--- src/rtl/mips_dmem_dump.sv ---
// mips_dmem_dump
// Streams a contiguous range of 32-bit data-memory words out as bytes,
// most significant byte first, over a valid/ready byte interface.
// Used to read results back after a program run while the core is halted.
//
// Optional feature: define DMEM_DUMP_CHECKSUM_EN to append one checksum byte
// (sum mod 256 of all transferred data bytes) after the last word.
//
// Ports:
//   clk, rst          - clock, synchronous active-high reset
//   start_i           - one-cycle start request, honoured only when idle
//   base_addr_i       - first word index, captured on accepted start
//   word_count_i      - number of words (0..MEM_DEPTH), captured on start
//   mem_rd_en_o       - read strobe to data memory (one cycle per word)
//   mem_rd_addr_o     - word address for the read
//   mem_rd_data_i     - read data, valid the cycle after mem_rd_en_o
//   tx_data_o         - output byte
//   tx_valid_o        - output byte valid
//   tx_ready_i        - sink ready; transfer when valid and ready
//   busy_o            - high whenever not idle
//   done_o            - one-cycle pulse at the end of a dump
module mips_dmem_dump #(
  parameter int MEM_DEPTH = 256,
  parameter int AW        = $clog2(MEM_DEPTH)
) (
  input  logic          clk,
  input  logic          rst,
  input  logic          start_i,
  input  logic [AW-1:0] base_addr_i,
  input  logic [AW:0]   word_count_i,
  output logic          mem_rd_en_o,
  output logic [AW-1:0] mem_rd_addr_o,
  input  logic [31:0]   mem_rd_data_i,
  output logic [7:0]    tx_data_o,
  output logic          tx_valid_o,
  input  logic          tx_ready_i,
  output logic          busy_o,
  output logic          done_o
);

`ifdef DMEM_DUMP_CHECKSUM_EN
  typedef enum logic [2:0] {
    S_IDLE, S_READ, S_LOAD, S_SEND, S_CSUM, S_DONE
  } state_t;
`else
  typedef enum logic [2:0] {
    S_IDLE, S_READ, S_LOAD, S_SEND, S_DONE
  } state_t;
`endif

  state_t        state_reg;
  logic [AW-1:0] base_reg;
  logic [AW:0]   count_reg;
  logic [AW:0]   words_sent_reg;
  logic [1:0]    byte_idx_reg;
  logic [31:0]   shift_reg;
`ifdef DMEM_DUMP_CHECKSUM_EN
  logic [7:0]    csum_reg;
`endif

  // Word counter value after the current word completes; used both for the
  // "more words?" decision and to form the next read address.
  logic [AW:0] words_sent_next;
  assign words_sent_next = words_sent_reg + 1'b1;

  always_ff @(posedge clk) begin
    if (rst) begin
      state_reg      <= S_IDLE;
      base_reg       <= '0;
      count_reg      <= '0;
      words_sent_reg <= '0;
      byte_idx_reg   <= '0;
      shift_reg      <= '0;
`ifdef DMEM_DUMP_CHECKSUM_EN
      csum_reg       <= '0;
`endif
      mem_rd_en_o    <= 1'b0;
      mem_rd_addr_o  <= '0;
      tx_data_o      <= '0;
      tx_valid_o     <= 1'b0;
      busy_o         <= 1'b0;
      done_o         <= 1'b0;
    end else begin
      case (state_reg)
        S_IDLE: begin
          if (start_i) begin
            base_reg       <= base_addr_i;
            count_reg      <= word_count_i;
            words_sent_reg <= '0;
            byte_idx_reg   <= '0;
`ifdef DMEM_DUMP_CHECKSUM_EN
            csum_reg       <= '0;
`endif
            busy_o         <= 1'b1;
            if (word_count_i != '0) begin
              state_reg     <= S_READ;
              mem_rd_en_o   <= 1'b1;
              mem_rd_addr_o <= base_addr_i;
            end else begin
`ifdef DMEM_DUMP_CHECKSUM_EN
              // Empty dump still emits the (zero) checksum byte.
              state_reg  <= S_CSUM;
              tx_valid_o <= 1'b1;
              tx_data_o  <= 8'h00;
`else
              state_reg <= S_DONE;
              done_o    <= 1'b1;
`endif
            end
          end
        end

        S_READ: begin
          mem_rd_en_o <= 1'b0;
          state_reg   <= S_LOAD;
        end

        S_LOAD: begin
          shift_reg  <= mem_rd_data_i;
          tx_data_o  <= mem_rd_data_i[31:24];
          tx_valid_o <= 1'b1;
          state_reg  <= S_SEND;
        end

        S_SEND: begin
          // Output byte only changes on a handshake, so it is stable in stalls.
          if (tx_ready_i) begin
            shift_reg    <= {shift_reg[23:0], 8'h00};
            tx_data_o    <= shift_reg[23:16];
            byte_idx_reg <= byte_idx_reg + 2'd1;
`ifdef DMEM_DUMP_CHECKSUM_EN
            csum_reg     <= csum_reg + tx_data_o;
`endif
            if (byte_idx_reg == 2'd3) begin
              words_sent_reg <= words_sent_next;
              tx_valid_o     <= 1'b0;
              if (words_sent_next == count_reg) begin
`ifdef DMEM_DUMP_CHECKSUM_EN
                // Fold in the byte being transferred right now.
                state_reg  <= S_CSUM;
                tx_valid_o <= 1'b1;
                tx_data_o  <= csum_reg + tx_data_o;
`else
                state_reg <= S_DONE;
                done_o    <= 1'b1;
`endif
              end else begin
                state_reg     <= S_READ;
                mem_rd_en_o   <= 1'b1;
                // AW-bit sum wraps modulo MEM_DEPTH.
                mem_rd_addr_o <= base_reg + words_sent_next[AW-1:0];
              end
            end
          end
        end

`ifdef DMEM_DUMP_CHECKSUM_EN
        S_CSUM: begin
          if (tx_ready_i) begin
            tx_valid_o <= 1'b0;
            state_reg  <= S_DONE;
            done_o     <= 1'b1;
          end
        end
`endif

        S_DONE: begin
          done_o    <= 1'b0;
          busy_o    <= 1'b0;
          state_reg <= S_IDLE;
        end

        default: begin
          state_reg <= S_IDLE;
        end
      endcase
    end
  end

endmodule

--- config.mk ---
export PLATFORM = sky130hd
export DESIGN_NAME = mips_dmem_dump
export DESIGN_NICKNAME = d
export VERILOG_FILES = /design/src/rtl/mips_dmem_dump.sv
export SDC_FILE = /design/constraint.sdc
export NUM_CORES = 1
export LEC_CHECK = 0
export BUFFER_PORTS_ARGS = -buffer_cell sky130_fd_sc_hd__buf_2
export CORE_ASPECT_RATIO = 0.6
export CORE_MARGIN = 2
export CORE_UTILIZATION = 55
export DETAILED_ROUTE_END_ITERATION = 16
export GPL_TIMING_DRIVEN = 0
export PLACE_DENSITY = 0.79
export RECOVER_POWER = 100
export SLEW_MARGIN = 20
export SYNTH_ARGS = -nofsm -noshare
export SYNTH_HDL_FRONTEND = slang
export SYNTH_SLANG_ARGS = --single-unit
--- constraint.sdc ---
create_clock -name clk -period 3.15 [get_ports clk]
set_input_delay 0 -clock clk [delete_from_list [all_inputs] [get_ports clk]]
set_output_delay 0 -clock clk [all_outputs]
set_load 0.01 [all_outputs]
---- After elaboration in Yosys (flattened, before gate mapping) ----
Index checks and enable logic that the tools add are counted.
Widths: inputs -> output; s select.
operators by class
  add/subtract/negate cells ............... 3
  multipliers ............................. 0
  div/mod/pow operators ................... 0
  $lt $le $gt $ge ......................... 0
  equal/unequal tests ..................... 13
  shifts and indexed selects .............. 0
  muxes and demuxes ....................... 40
  bitwise logic cells ..................... 0
  reductions and logical operators ........ 17
operators with widths
  kind                 number
  $mux 8               6
  $pmux 24 s2          1
  $pmux 8 s2           2
  $mux 9               3
  $mux 24              1
  $pmux 9 s2           1
  $reduce_and 6->1     3
  $mux 3               5
  $ne 2x2->1 const B   7
  $mux 1               13
  $pmux 3 s4           1
  $add 9x1->9 const B  1
  $eq 9x9->1           1
  $reduce_and 3->1     3
  $reduce_bool 9->1    1
  $add 8x8->8          1
  $eq 3x2->1 const B   2
  $pmux 1 s3           2
  $reduce_and 2->1     3
  $reduce_bool 2->1    3
  $reduce_bool 3->1    2
  $mux 2               2
  $pmux 1 s2           2
  $pmux 2 s2           1
  other kinds (6)      6
word-level totals
  register bits after elaboration ......... 75
  bits in latches ......................... 0
  RAM bits ................................ 0
  ROM bits ................................ 0
  input bits .............................. 53
  output and inout bits ................... 20
  logic and storage cells ................. 85
  memories ................................ 0

---- Logic depth before layout (Yosys ltp) ----
  depth after elaboration ................. 6
  depth in mapped cells ................... 12
  mapped depth without buffers ............ 11

---- Least setup slack after synthesis ----
OpenSTA, ideal clock, no wires.
  kind .................................... register to register
  start ................................... reg words_sent_reg[0]
  end ..................................... reg mem_rd_addr_o[7]
  library setup time ...................... 95 ps
  arrival ................................. 2377 ps
  data required time ...................... 3055 ps
  slack ................................... 677 ps
  stages on the path, launching flop included .. 11
  buffers on the path ..................... 0
  clock period less this slack ............ 2473 ps
  cells stage by stage .................... dfxtp_1 > ha_1 > nand3_4 > xnor2_1 > ha_1 > and3_1 > a221oi_1 > a21oi_1 > xnor2_1 > a2bb2oi_1 > a221oi_1
on the way
  longest elaborated chain between the ends .. 6
  elaborated cells on any way between the ends .. 9
  those cells by class .................... 2 x add/sub; 2 x eq/ne; 4 x mux; 1 x reduce/logical
ends and longest elaborated chain
  item                      line  RTL
  start: declaration        54    logic [AW:0] words_sent_reg;
  start signal: assignment  135   words_sent_reg <= words_sent_next;
  $add 9x1->9 (*)           64    assign words_sent_next = words_sent_reg + 1'b1;
  $add 8x8->8               151   mem_rd_addr_o <= base_reg + words_sent_next[AW-1:0];
  $mux 8                    137   if (words_sent_next == count_reg) begin
  $mux 8                    134   if (byte_idx_reg == 2'd3) begin
  $mux 8                    127   if (tx_ready_i) begin
  $pmux 8 s2                84    case (state_reg)
  end signal: assignment    98    mem_rd_addr_o <= base_addr_i;
  end signal: assignment    151
  end: declaration          32    output logic [AW-1:0] mem_rd_addr_o,
Mark *: on every way between the ends. The rest lies on a longest branch, timed or not. The select of a mux whose other input is x is not followed.
A chain may end at the register's enable or synchronous reset.

---- Worst setup path in the final report ----
Ends and elaborated chain as after synthesis.

==> impl_metrics.tcl <==
set metrics [dict create \
    numPortBuffers 71 \
    ys_ff_latch 75 \
    final_common_cell "nand2_1" \
    setup_viol 0 \
    post-dp-hpwl_um 7820 \
    path_cells "ha_1 -> nand3_4 -> xnor2_1 -> ha_1 -> and3_1 -> a221oi_2 -> a21oi_1 -> xnor2_1 -> a2bb2oi_1 -> a221oi_1" \
    cts_tree "done" \
    power_density_nw_per_um2 518 \
    gp_congestion 0.913 \
    hold_ws_ns 0.0720 \
    dieArea_um2 7670 \
    cts_sinks 75 \
    ys.flop_type "dfxtp_1" \
    largest_reg_flops 24 \
    critPathSlowestCell "dfxtp_1" \
    syn_area_um2 3830 \
    period_minus_slack_ns 2.90 \
    syn_inst 483 \
    dr.pass1.iters 5 \
    fp.dieH_um 68.6 \
    synthToLayoutAreaGrowth_pct 31.1 \
    clockRootBuffer "clkbuf_16" \
    cts.path.max_buffers 2 \
    syn_area_per_cell_um2 7.93 \
    wl_met3_um 1220 \
    vdd_drop_max_mv 0.425 \
    maxCapViolCount 0 \
    synth_nets 546 \
    drt-met1-wl_um 5220 \
    crit_buf_inv 0 \
    hp-start "tx_ready_i" \
    critPathMaxStageDelay_ns 0.46 \
    coreArea_um2 6710 \
    end_kind "flop" \
    grtUsageTotal_pct 30.6 \
    slew_headroom_pct 45.8 \
    yosysSeqAreaShare_pct 39.2 \
    diodes 0 \
    min_to "byte_idx_reg[1]$_SDFFE_PP0P_" \
    cts_max_level 3 \
    r2r_slack_ns 0.25 \
    yosysWarnings 0 \
    post-cts-setup-buffer-count 0 \
    final_layout_size_suffix_gt1_share_pct 13.6 \
    num-nets-final 678 \
    drc 0 \
    cp.depth 10 \
    rsz0062_at_grt "no" \
    drtIter0Drc 362 \
    wl_met2_um 4930 \
    grt_pass1_wl_um 18000 \
    highest_layer "met4" \
    totalWireLength_um 11700 \
    r2r_end "mem_rd_addr_o[7]$_SDFFE_PP0P_" \
    numCtsBuffers 9 \
    reg2reg_from "words_sent_reg[0]$_SDFFE_PP0P_" \
    status "completed" \
    grt_pass1_vias 3606 \
    min_path_type "in2reg" \
    slew_viol_final 0 \
    clk_pin_slew_ns 0.05 \
    rows 23 \
    worstPathRequired_ns 3.39 \
    hold_path_depth 3 \
    vias 4121 \
    fin_crit_sh_pct 92.1 \
    async_flop_share_pct 0 \
    start_util_pct 57.1 \
    fin_skew_ns 0.00570 \
    tightest_slew_ns 0.809 \
    final-hold-violation-count 0 \
    cp-startpoint "words_sent_reg[0]$_SDFFE_PP0P_" \
    synth_edf_count 0 \
    fp.dieW_um 112 \
    synth_cell_types 55 \
    grt_overflow_total 0 \
    path_delay_family "compound AO/OA/AOI/OAI gates" \
    antenna_found_initial 0 \
    wl_per_cell_um 16.5 \
    fin_tns_setup_ns 0 \
    clock_latency_ns 0.33 \
    ant_nets 0 \
    via_per_inst 5.85 \
    final_cell_mix "nand2_1, dfxtp_1, nor2_1" \
    ios 73 \
    critPathMaxFanout 10 \
    rr_worst_depth 10 \
    crit_arrival_ns 3.14 \
    grt_max_degree 12 \
    power_leakage_nw 2.04 \
    max_clock_freq_mhz 345 \
    critPathLaunchType "flop" \
    path_class "reg2reg" \
]
[metrics by stage]
step	worst slack [ns]	instance area (µm²)	std cells	utilization [%]	total power, mW
after floorplan	0.677	3830	483	-	1.44
after global placement	0.284	4290	641	64.0	1.60
after detailed placement	0.210	4290	641	64.0	1.61
after CTS	0.183	5060	705	75.5	2.60
after global routing	0.104	5020	705	74.9	2.70
final	0.249	5020	705	74.9	2.60
[per-layer routing]
layer	vias to the layer above	global-route usage, %
met5	-	0
met4	0	8.95
met3	36	8.57
met2	242	47.3
met1	1881	42.5
li1	1962	-
[timing repair]
action	in CTS	in global routing
endpoints found under the setup margin	0	1
endpoints found under the hold margin	50	0
gates resized for setup	0	1
hold buffers	50	0
[tightest hold or removal path, delay by kind of cell]
| kind | cells | cell delay [ns] |
|---|---|---|
| AOI/OAI and AO/OA | 1 | 0.13 |
| buffers and inverters | 1 | 0.16 |
| and+or+nand+nor | 1 | 0.08 |
[cell usage after synthesis (all sizes together) (5+ instances only)]
cell      n  share of area (%)
nor4      6               0.98
nor2     59                5.8
xor2      6                1.4
nand3     5               0.98
clkbuf   29                2.9
inv       8               0.78
nor2b     9                1.5
a31oi     5               0.82
a22oi    10                2.0
a21o      7                1.4
mux2      7                2.1
nand2   100                9.8
ha        9                2.9
o21ai    12                1.6
dfxtp    75                 39
xnor2    14                3.2
nor3      7               0.91
a21oi    42                5.5
a311oi   24                5.5
[final cells by class]
type	instances	area, µm²
timing repair buffer	121	831
tap	87	109
clock buffer	12	256
inverter	8	30.0
buffer	33	141
multi-input combinational	367	2140
clock inverter	2	12.5
fill	499	1680
sequential	75	1500
[kinds of logic (layout without fill, tap and decap cells)]
kind of cell,after synthesis,after routing,synth area share [%]
AND/OR/NAND/NOR,213,213,25.1
AO/OA/AOI/OAI,117,117,21.1
flip-flops,75,75,39.2
buffers and inverters,41,176,4.48
XOR/XNOR,20,20,4.57
adder cells (fa/ha/maj),10,10,3.46
multiplexers,7,7,2.06
[power breakdown]
group          switching [mW]  total, mW  internal (mW)
logic                   0.317      0.545          0.228
clock network           0.384      0.950          0.566
registers              0.0604       1.11           1.04
[worst max path at each step]
stage / endpoint / slack, ns
final: mem_rd_addr_o[7]$_SDFFE_PP0P_ / 0.25
after global routing: mem_rd_addr_o[7]$_SDFFE_PP0P_ / 0.10
after CTS: mem_rd_addr_o[7]$_SDFFE_PP0P_ / 0.18
after detailed placement: mem_rd_addr_o[7]$_SDFFE_PP0P_ / 0.21
after global placement: mem_rd_addr_o[7]$_SDFFE_PP0P_ / 0.28
after floorplan: mem_rd_addr_o[7]$_SDFFE_PP0P_ / 0.68
Power figures use the tool's default switching activity.
